## src/rtl/dma_rd_desc_split_pkg.sv

```systemverilog
// Package: dma_rd_desc_split_pkg
// Purpose : Shared widths, constants and state encoding for the DMA read
//           descriptor splitter and its chunk-size helper.
// Contents:
//   DDR_AXI_ADDR_WIDTH   default byte address width
//   DDR_LEN_WIDTH        default byte length width
//   DDR_AXIS_DATA_WIDTH  default stream data width
//   DMA_4K_BYTES         size of the address window a descriptor may not cross
//   split_state_t        IDLE=0, ISSUE=1, WAIT=2
package dma_rd_desc_split_pkg;

  localparam int DDR_AXI_ADDR_WIDTH  = 32;
  localparam int DDR_LEN_WIDTH       = 32;
  localparam int DDR_AXIS_DATA_WIDTH = 64;
  localparam int DMA_4K_BYTES        = 4096;

  typedef enum logic [1:0] {
    IDLE  = 2'd0,
    ISSUE = 2'd1,
    WAIT  = 2'd2
  } split_state_t;

endpackage

```

## src/rtl/dma_chunk_calc.sv

```systemverilog
// Module : dma_chunk_calc
// Purpose: Combinational size of the next chunk to issue: the smaller of the
//          remaining bytes and MAX_CHUNK and, when the optional feature is
//          built in, the distance to the next 4 KB address boundary.
// Config : `DMA_SPLIT_4K_EN defined -> chunks never cross a 4 KB boundary.
//          `DMA_SPLIT_4K_EN undefined -> boundaries are ignored.
// Ports  :
//   cur_addr  in   ADDR_W  current chunk start byte address
//   rem       in   LEN_W   bytes still to be requested
//   chunk     out  LEN_W   size of the next descriptor
import dma_rd_desc_split_pkg::*;

module dma_chunk_calc #(
  parameter int ADDR_W    = DDR_AXI_ADDR_WIDTH,
  parameter int LEN_W     = DDR_LEN_WIDTH,
  parameter int MAX_CHUNK = DMA_4K_BYTES
) (
  input  logic [ADDR_W-1:0] cur_addr,
  input  logic [LEN_W-1:0]  rem,
  output logic [LEN_W-1:0]  chunk
);

  localparam logic [LEN_W-1:0] MAX_LEN = LEN_W'(MAX_CHUNK);

  logic [LEN_W-1:0] cap;

`ifdef DMA_SPLIT_4K_EN
  // Distance to the next boundary is 1..4096, so it needs 13 bits; an aligned
  // address gives the full 4096.
  logic [12:0]      dist;
  logic [LEN_W-1:0] dist_len;
  logic             unused_addr_hi;

  assign dist           = 13'(DMA_4K_BYTES) - {1'b0, cur_addr[11:0]};
  assign dist_len       = LEN_W'(dist);
  assign unused_addr_hi = ^cur_addr[ADDR_W-1:12];
  assign cap            = (dist_len < MAX_LEN) ? dist_len : MAX_LEN;
`else
  logic unused_addr;

  assign unused_addr = ^cur_addr;
  assign cap         = MAX_LEN;
`endif

  // chunk never exceeds rem, which keeps the remaining count from underflowing.
  assign chunk = (rem < cap) ? rem : cap;

endmodule

```

## src/rtl/dma_rd_desc_split.sv

```systemverilog
// Module : dma_rd_desc_split
// Purpose: Takes one large read request, issues it to the DMA read controller
//          as a sequence of chunk descriptors (one at a time, each after the
//          previous chunk's tlast) and merges the returned chunk streams into
//          one client stream carrying a single tlast.
// Config : `DMA_SPLIT_4K_EN (handled inside dma_chunk_calc) keeps every chunk
//          inside a 4 KB window.
// Ports  :
//   clk, rstn       clock, synchronous active-low reset
//   s_desc_*        client request (addr, len, valid) / ready high in IDLE
//   s_rd_*          merged data to client, registered, 1-cycle latency
//   m_desc_*        chunk descriptor to read controller, 1-cycle valid pulse
//   m_rd_*          chunk data from read controller, no backpressure
//   busy            high whenever a request is in progress
import dma_rd_desc_split_pkg::*;

module dma_rd_desc_split #(
  parameter int ADDR_W    = DDR_AXI_ADDR_WIDTH,
  parameter int LEN_W     = DDR_LEN_WIDTH,
  parameter int DATA_W    = DDR_AXIS_DATA_WIDTH,
  parameter int MAX_CHUNK = DMA_4K_BYTES
) (
  input  logic              clk,
  input  logic              rstn,
  input  logic [ADDR_W-1:0] s_desc_addr,
  input  logic [LEN_W-1:0]  s_desc_len,
  input  logic              s_desc_valid,
  output logic              s_desc_ready,
  output logic [DATA_W-1:0] s_rd_tdata,
  output logic              s_rd_tvalid,
  output logic              s_rd_tlast,
  output logic [ADDR_W-1:0] m_desc_addr,
  output logic [LEN_W-1:0]  m_desc_len,
  output logic              m_desc_valid,
  input  logic [DATA_W-1:0] m_rd_tdata,
  input  logic              m_rd_tvalid,
  input  logic              m_rd_tlast,
  output logic              busy
);

  split_state_t     state, state_nxt;
  logic [ADDR_W-1:0] cur_addr;
  logic [LEN_W-1:0]  rem;
  logic [LEN_W-1:0]  chunk;
  logic              last_chunk;
  logic              in_wait;

  dma_chunk_calc #(
    .ADDR_W    (ADDR_W),
    .LEN_W     (LEN_W),
    .MAX_CHUNK (MAX_CHUNK)
  ) u_chunk_calc (
    .cur_addr (cur_addr),
    .rem      (rem),
    .chunk    (chunk)
  );

  assign in_wait      = (state == WAIT);
  assign s_desc_ready = (state == IDLE);
  assign busy         = (state != IDLE);

  // Next-state logic. A zero-length request is consumed in IDLE without
  // ever leaving it. After a non-final chunk we pass through ISSUE again,
  // which also gives the read controller a cycle to settle back to idle.
  always_comb begin
    state_nxt = state;
    case (state)
      IDLE:    if (s_desc_valid && (s_desc_len != '0)) state_nxt = ISSUE;
      ISSUE:   state_nxt = WAIT;
      WAIT:    if (m_rd_tvalid && m_rd_tlast) state_nxt = last_chunk ? IDLE : ISSUE;
      default: state_nxt = IDLE;
    endcase
  end

  // State, request bookkeeping, descriptor outputs and the registered data
  // path. Beats arriving outside WAIT are dropped, and tlast is only passed
  // through on the final chunk so the client sees exactly one.
  always_ff @(posedge clk) begin
    if (!rstn) begin
      state        <= IDLE;
      cur_addr     <= '0;
      rem          <= '0;
      last_chunk   <= 1'b0;
      m_desc_addr  <= '0;
      m_desc_len   <= '0;
      m_desc_valid <= 1'b0;
      s_rd_tdata   <= '0;
      s_rd_tvalid  <= 1'b0;
      s_rd_tlast   <= 1'b0;
    end else begin
      state        <= state_nxt;
      m_desc_valid <= 1'b0;
      case (state)
        IDLE: begin
          if (s_desc_valid) begin
            cur_addr <= s_desc_addr;
            rem      <= s_desc_len;
          end
        end
        ISSUE: begin
          m_desc_addr  <= cur_addr;
          m_desc_len   <= chunk;
          m_desc_valid <= 1'b1;
          cur_addr     <= cur_addr + ADDR_W'(chunk);
          rem          <= rem - chunk;
          last_chunk   <= (rem == chunk);
        end
        default: ;
      endcase
      s_rd_tvalid <= m_rd_tvalid && in_wait;
      s_rd_tlast  <= m_rd_tvalid && m_rd_tlast && last_chunk && in_wait;
      if (m_rd_tvalid && in_wait) s_rd_tdata <= m_rd_tdata;
    end
  end

endmodule

```

## config.mk

```make
export PLATFORM = sky130hd
export DESIGN_NAME = dma_rd_desc_split
export DESIGN_NICKNAME = d
export VERILOG_FILES = /design/src/rtl/dma_rd_desc_split_pkg.sv /design/src/rtl/dma_chunk_calc.sv /design/src/rtl/dma_rd_desc_split.sv
export SDC_FILE = /design/constraint.sdc
export NUM_CORES = 1
export LEC_CHECK = 0
export ABC_AREA = 1
export CAP_MARGIN = 20
export CORE_MARGIN = 2
export CORE_UTILIZATION = 45
export DETAILED_ROUTE_END_ITERATION = 7
export PLACE_DENSITY = 0.88
export SETUP_SLACK_MARGIN = 0.3
export SLEW_MARGIN = 10
export SYNTH_ARGS = -nofsm -noshare
export SYNTH_HDL_FRONTEND = slang
export SYNTH_SLANG_ARGS = --single-unit
```

## constraint.sdc

```tcl
create_clock -name clk -period 3.57 [get_ports clk]
set_clock_uncertainty 0.15 [all_clocks]
set_input_delay 0.5355 -clock clk [delete_from_list [all_inputs] [get_ports clk]]
set_output_delay 0.5355 -clock clk [all_outputs]
set_load 0.02 [all_outputs]
```

# Word level (Yosys, flattened, before mapping)
# Cells that the tools add are included.
word_totals:
  n_memories: 0
  rom_bits: 0
  inputBits: 133
  latchBits: 0
  ram_bits: 0
  register_bits: 198
classes:
  shifts: 0
  reduce_logical: 11
  div_mod_pow: 0
  n_bitwise: 0
  n_eq_ne: 6
  muxes: 10
  order_cmp: 1
  n_mul: 0
  add_sub_neg: 2
op_table:
  columns: ["cell", "n"]
  rows:
  - ["32-bit one-hot mux with 2 select lines", 2]
  - ["32-bit two-way mux", 3]
  - ["32-bit adder", 1]
  - ["32-bit equality test", 1]
  - ["32-bit by 13-bit < comparator with 1-bit output, second input constant", 1]
  - ["32-bit nonzero test", 1]
  - ["32-bit subtractor", 1]
  - ["2-bit one-hot mux with 3 select lines", 1]
  - ["1-bit logical AND", 5]
  - ["2-bit two-way mux", 2]
  - ["2-bit by 1-bit inequality test with 1-bit output, second input constant", 2]
  - ["2-bit AND reduction", 2]
  - ["2-bit nonzero test", 2]
  - ["2-bit by 1-bit equality test with 1-bit output, second input constant", 1]
  - ["2-bit equality test, second input constant", 1]
  - ["2-bit logical NOT", 1]
  - ["1-bit two-way mux", 2]
  - ["2-bit inequality test, second input constant", 1]

# Longest topological paths before layout
depth:
  ltp_word: 4
  depth_mapped: 22

# Modules after synthesis
# Synthesis repeated with hierarchy kept, for this count alone.
unflattened:
  cells_unflattened: 2080
  hier_area_um2: 12724.7
by_module_without_submodules:
  columns: ["module", "area_per_inst_um2", "instances", "cells_each"]
  rows:
  - ["dma_rd_desc_split", 12368.1, 1, 2017]
  - ["dma_chunk_calc", 356.6, 1, 63]

# Worst setup path after synthesis
# No wires, ideal clock.
synth_path:
  path_type: "reg2reg"
  from: "register rem[16]"
  to: "register cur_addr[30]"
  path_stages_with_launch: 23
  t_required_ns: 3.288
  arrival_time_ns: 3.071
  path_slack_ns: 0.217
  synth_period_minus_slack_ns: 3.353
  cell_sequence: "dfxtp_1 > nor2_2 > nand2_2 > nor2_4 > nand3_4 > buf_6 > buf_2 > buf_1 > nor2_1 > ha_1 > fa_1 > nand3_1 > nand2_1 > a21oi_1 > o21ai_0 > nand2_1 > nand2_1 > nand2_1 > nand2_1 > nand2_1 > nand2_1 > o21ai_0 > a21oi_1"
synth_via:
  elab_chain_len: 4
synth_rtl:
  columns: ["item", "line", "source"]
  rows:
  - ["start: declaration", "dma_rd_desc_split.sv:43", "logic [LEN_W-1:0] rem;"]
  - ["start signal: assignment", "dma_rd_desc_split.sv:97", "rem <= s_desc_len;"]
  - ["start signal: assignment", "dma_rd_desc_split.sv:105", "rem <= rem - chunk;"]
  - ["32-bit by 13-bit < comparator with 1-bit output", "dma_chunk_calc.sv:46", "assign chunk = (rem < cap) ? rem : cap;"]
  - ["32-bit two-way mux", "dma_chunk_calc.sv:46", null]
  - ["named net chunk[12]", "dma_rd_desc_split.sv:44", "logic [LEN_W-1:0] chunk;"]
  - ["32-bit adder", "dma_rd_desc_split.sv:104", "cur_addr <= cur_addr + ADDR_W'(chunk);"]
  - ["32-bit one-hot mux with 2 select lines", "dma_rd_desc_split.sv:93", "case (state)"]
  - ["end signal: assignment", "dma_rd_desc_split.sv:96", "cur_addr <= s_desc_addr;"]
  - ["end signal: assignment", "dma_rd_desc_split.sv:104", null]
  - ["end: declaration", "dma_rd_desc_split.sv:42", "logic [ADDR_W-1:0] cur_addr;"]
# The timed path passes the listed nets, and every way through them passes these cells.
# A chain may end at the register's enable or synchronous reset.

# Final worst setup path
# Same ends and word-level chain as after synthesis.

==> results.cfg <==
[run_status]
status = finished clean

[timing]
rsz0062_at_grt = yes
fin_ws_ps = 400
worst_pin_slew_ps = 901
finalCriticalPeriod_ps = 3170
slew_headroom_pct = 40.0
setup_viol = 0
fin_hold_ws_ps = 282
fmax_ghz = 0.315
setup_tns_ps = 0
hold_viol = 0
report.final.slew_viol_count = 0
period_share_pct = 88.8

[floorplanning]
die_h_um = 154
die_w_um = 154
fp-row-count = 54
start_util_pct = 46.2
core_area_um2 = 22000
ioPinCount = 266
dieArea_um2 = 23700

[power_and_ir_drop]
peakVddDrop_mv = 0.389
p_leak_uw = 0.00569
p_per_area_nw_per_um2 = 475

[clock_network]
cts_tree = built
cts_root_buffer = clkbuf_16
insertion_delay_ps = 450
htree_levels = 4
cts_buffer_depth = 2
cts_buffers = 17
cts.reportedPaths.clkPinSlew_ps = 80
clock_sinks = 198

[drt]
drt-initial-drc-count = 1197
viasPerCell = 5.32
route.detailed.drc = 0
wl_per_cell_um = 16.3
first_pass_iters = 6
num_vias = 10900
wl_um = 33400
postRouteAntennaNets = 0

[cells_and_area]
mostFrequentLayoutCells = nand2_1, clkdlybuf4s50_1, nor2_1, dfxtp_1, o21ai_0
fillCellCount = 1950
drive_gt1_share_pct = 6.40
final_common_cell = nand2_1
area_growth_pct = 36.6
diodes = 0
final_nets = 1918
final_core_util_pct = 63.1

[global_route]
grt_start_max_net_pins = 94
grt_pass1_vias = 9958
grt_pass1_wl_um = 51100
overflow = 0
antenna_found_initial = 0
grt_use_total_pct = 26.8

[synth]
syn_area_um2 = 10100
synth_seq_area_share_pct = 39.1
synthArstFlopShare_pct = 0
yosys_warnings = 0
synth-edff-count = 0
synth_simple_gate_area_share_pct = 26.5
synth_top_family_by_area = simple AND/OR/NAND/NOR gates
synth-xor-area-share_pct = 2.07
syn_area_per_cell_um2 = 6.75
ys_ff_latch = 198
muxShareOfSynthArea_pct = 0
synth-compound-area-share_pct = 19.5
post_synth_num_cell_types = 43
yosys.area_share.adder_pct = 4.15
yosys_most_used_dff = dfxtp_1
syn_inst = 1502

[critical_path]
crit_type = reg2reg
critPathMaxStageDelay_ps = 370
worst-path-buf-inv = 2
r2r-start = rem[16]$_SDFFE_PN0P_
cp_cell_sequence = nor2_2 > nand2_2 > nor2_4 > nand3_4 > buf_4 > nor2_1 > ha_4 > a21oi_2 > inv_1 > a31oi_1 > o21ai_2 > nand2_1 > nand2_1 > nand2_1 > nand2_1 > nand2_1 > nand2_1 > o21ai_0 > a21oi_1
cp.required_ps = 3740
cp_slowest_cell = dfxtp_1
cp_max_fo = 7
crit_start = rem[16]$_SDFFE_PN0P_
arrival_ps = 3340
worstSetupStartpointType = flip-flop
crit_family = simple AND/OR/NAND/NOR gates
cp_common_cell = nand2_1
end_kind = flip-flop

[placed_design]
dpl_worst_slack_ps = 217
dp_hpwl_um = 25000
port_buffers = 265
gp_congestion = 0.983

[flow_run]
drv_cap = 0

[min_path]
hold_path_class = reg2reg
holdCritStartpoint = m_desc_len[30]$_SDFFE_PN0P_
## area by class of cell
| type | count | area, um2 | area share, % |
|---|---|---|---|
| Multi-Input combinational cell | 1095 | 5490 | 39.7 |
| Sequential cell | 198 | 3960 | 28.6 |
| Timing Repair Buffer | 286 | 2820 | 20.4 |
| Inverter | 154 | 581 | 4.19 |
| Clock buffer | 17 | 425 | 3.07 |
| Tap cell | 280 | 350 | 2.53 |
| Clock inverter | 15 | 215 | 1.55 |
## metrics by stage
| step | std cells | power (uW) | instance area, um2 |
|---|---|---|---|
| floorplan | 1519 | 3760 | 10200 |
| global placement | 2005 | 4400 | 13100 |
| detailed placement | 2005 | 4440 | 13100 |
| CTS | 2037 | 6510 | 13700 |
| global route | 2045 | 6880 | 13800 |
| finish | 2045 | 6570 | 13800 |
## layer usage
metal | share of wire, % | GRT usage [%] | vias up
met5 | 0 | 0 | -
li1 | - | - | 5381
met1 | 41 | 33.5 | 4913
met3 | 8.4 | 5.44 | 82
met4 | 3.4 | 10.2 | 0
met2 | 47 | 45.5 | 509
## tightest hold or removal path, cell delays in order, from the launching register on
cell	delay [ps]
dfxtp_1	310
nand2_1	50
nor2_1	30
## report_power, final
part           total (uW)  internal [uW]  switching [uW]
Sequential           2570           2400             170
Clock                2090           1040            1050
Combinational        1910            752            1160
## cells by family after synthesis
| logic type | count (synthesis) |
|---|---|
| compound gates | 371 |
| buf+inv | 227 |
| other cells | 2 |
| simple gates | 647 |
| xor+xnor | 24 |
| flops | 198 |
| fa+ha+maj | 33 |
## synthesized netlist by cell type (all sizes together) (3+ instances only)
library cell	n	area, um2
a31oi	11	68.8
o211ai	4	30.0
nand2	314	1210
buf	13	65.1
nor2	227	890
nor4	14	87.6
nand3b	4	30.0
xor2	20	175
ha	32	400
inv	154	578
a21o	6	45.0
nand4	10	62.6
dfxtp	198	3960
nand3	67	348
nor3	8	40.0
o21a	3	22.5
o21ai	169	868
clkbuf	60	225
a21oi	166	842
xnor2	4	35.0
## state kept, by name (all words and copies together), names as in the netlist
name,flops
s_rd_tdata,64
cur_addr,32
m_desc_addr,32
m_desc_len,32
rem,32
state,2
last_chunk,1
m_desc_valid,1
s_rd_tlast,1
s_rd_tvalid,1
## what timing repair did
item / CTS / global route
buffers inserted: 0 / 7
setup endpoints to repair: 8 / 21
cloned: 0 / 1
pin swaps: 0 / 3
hold buffers: 0 / 0
resized for setup: 3 / 25
## worst paths after layout
path                                 end  slack [ps]  cells after the start
max            cur_addr[30]$_SDFFE_PN0P_         400                     19
min          m_desc_len[30]$_SDFFE_PN0P_         280                      2
max reg2reg    cur_addr[30]$_SDFFE_PN0P_         400                     19
min reg2reg  m_desc_len[30]$_SDFFE_PN0P_         280                      2
Power figures use the tool's default switching activity.
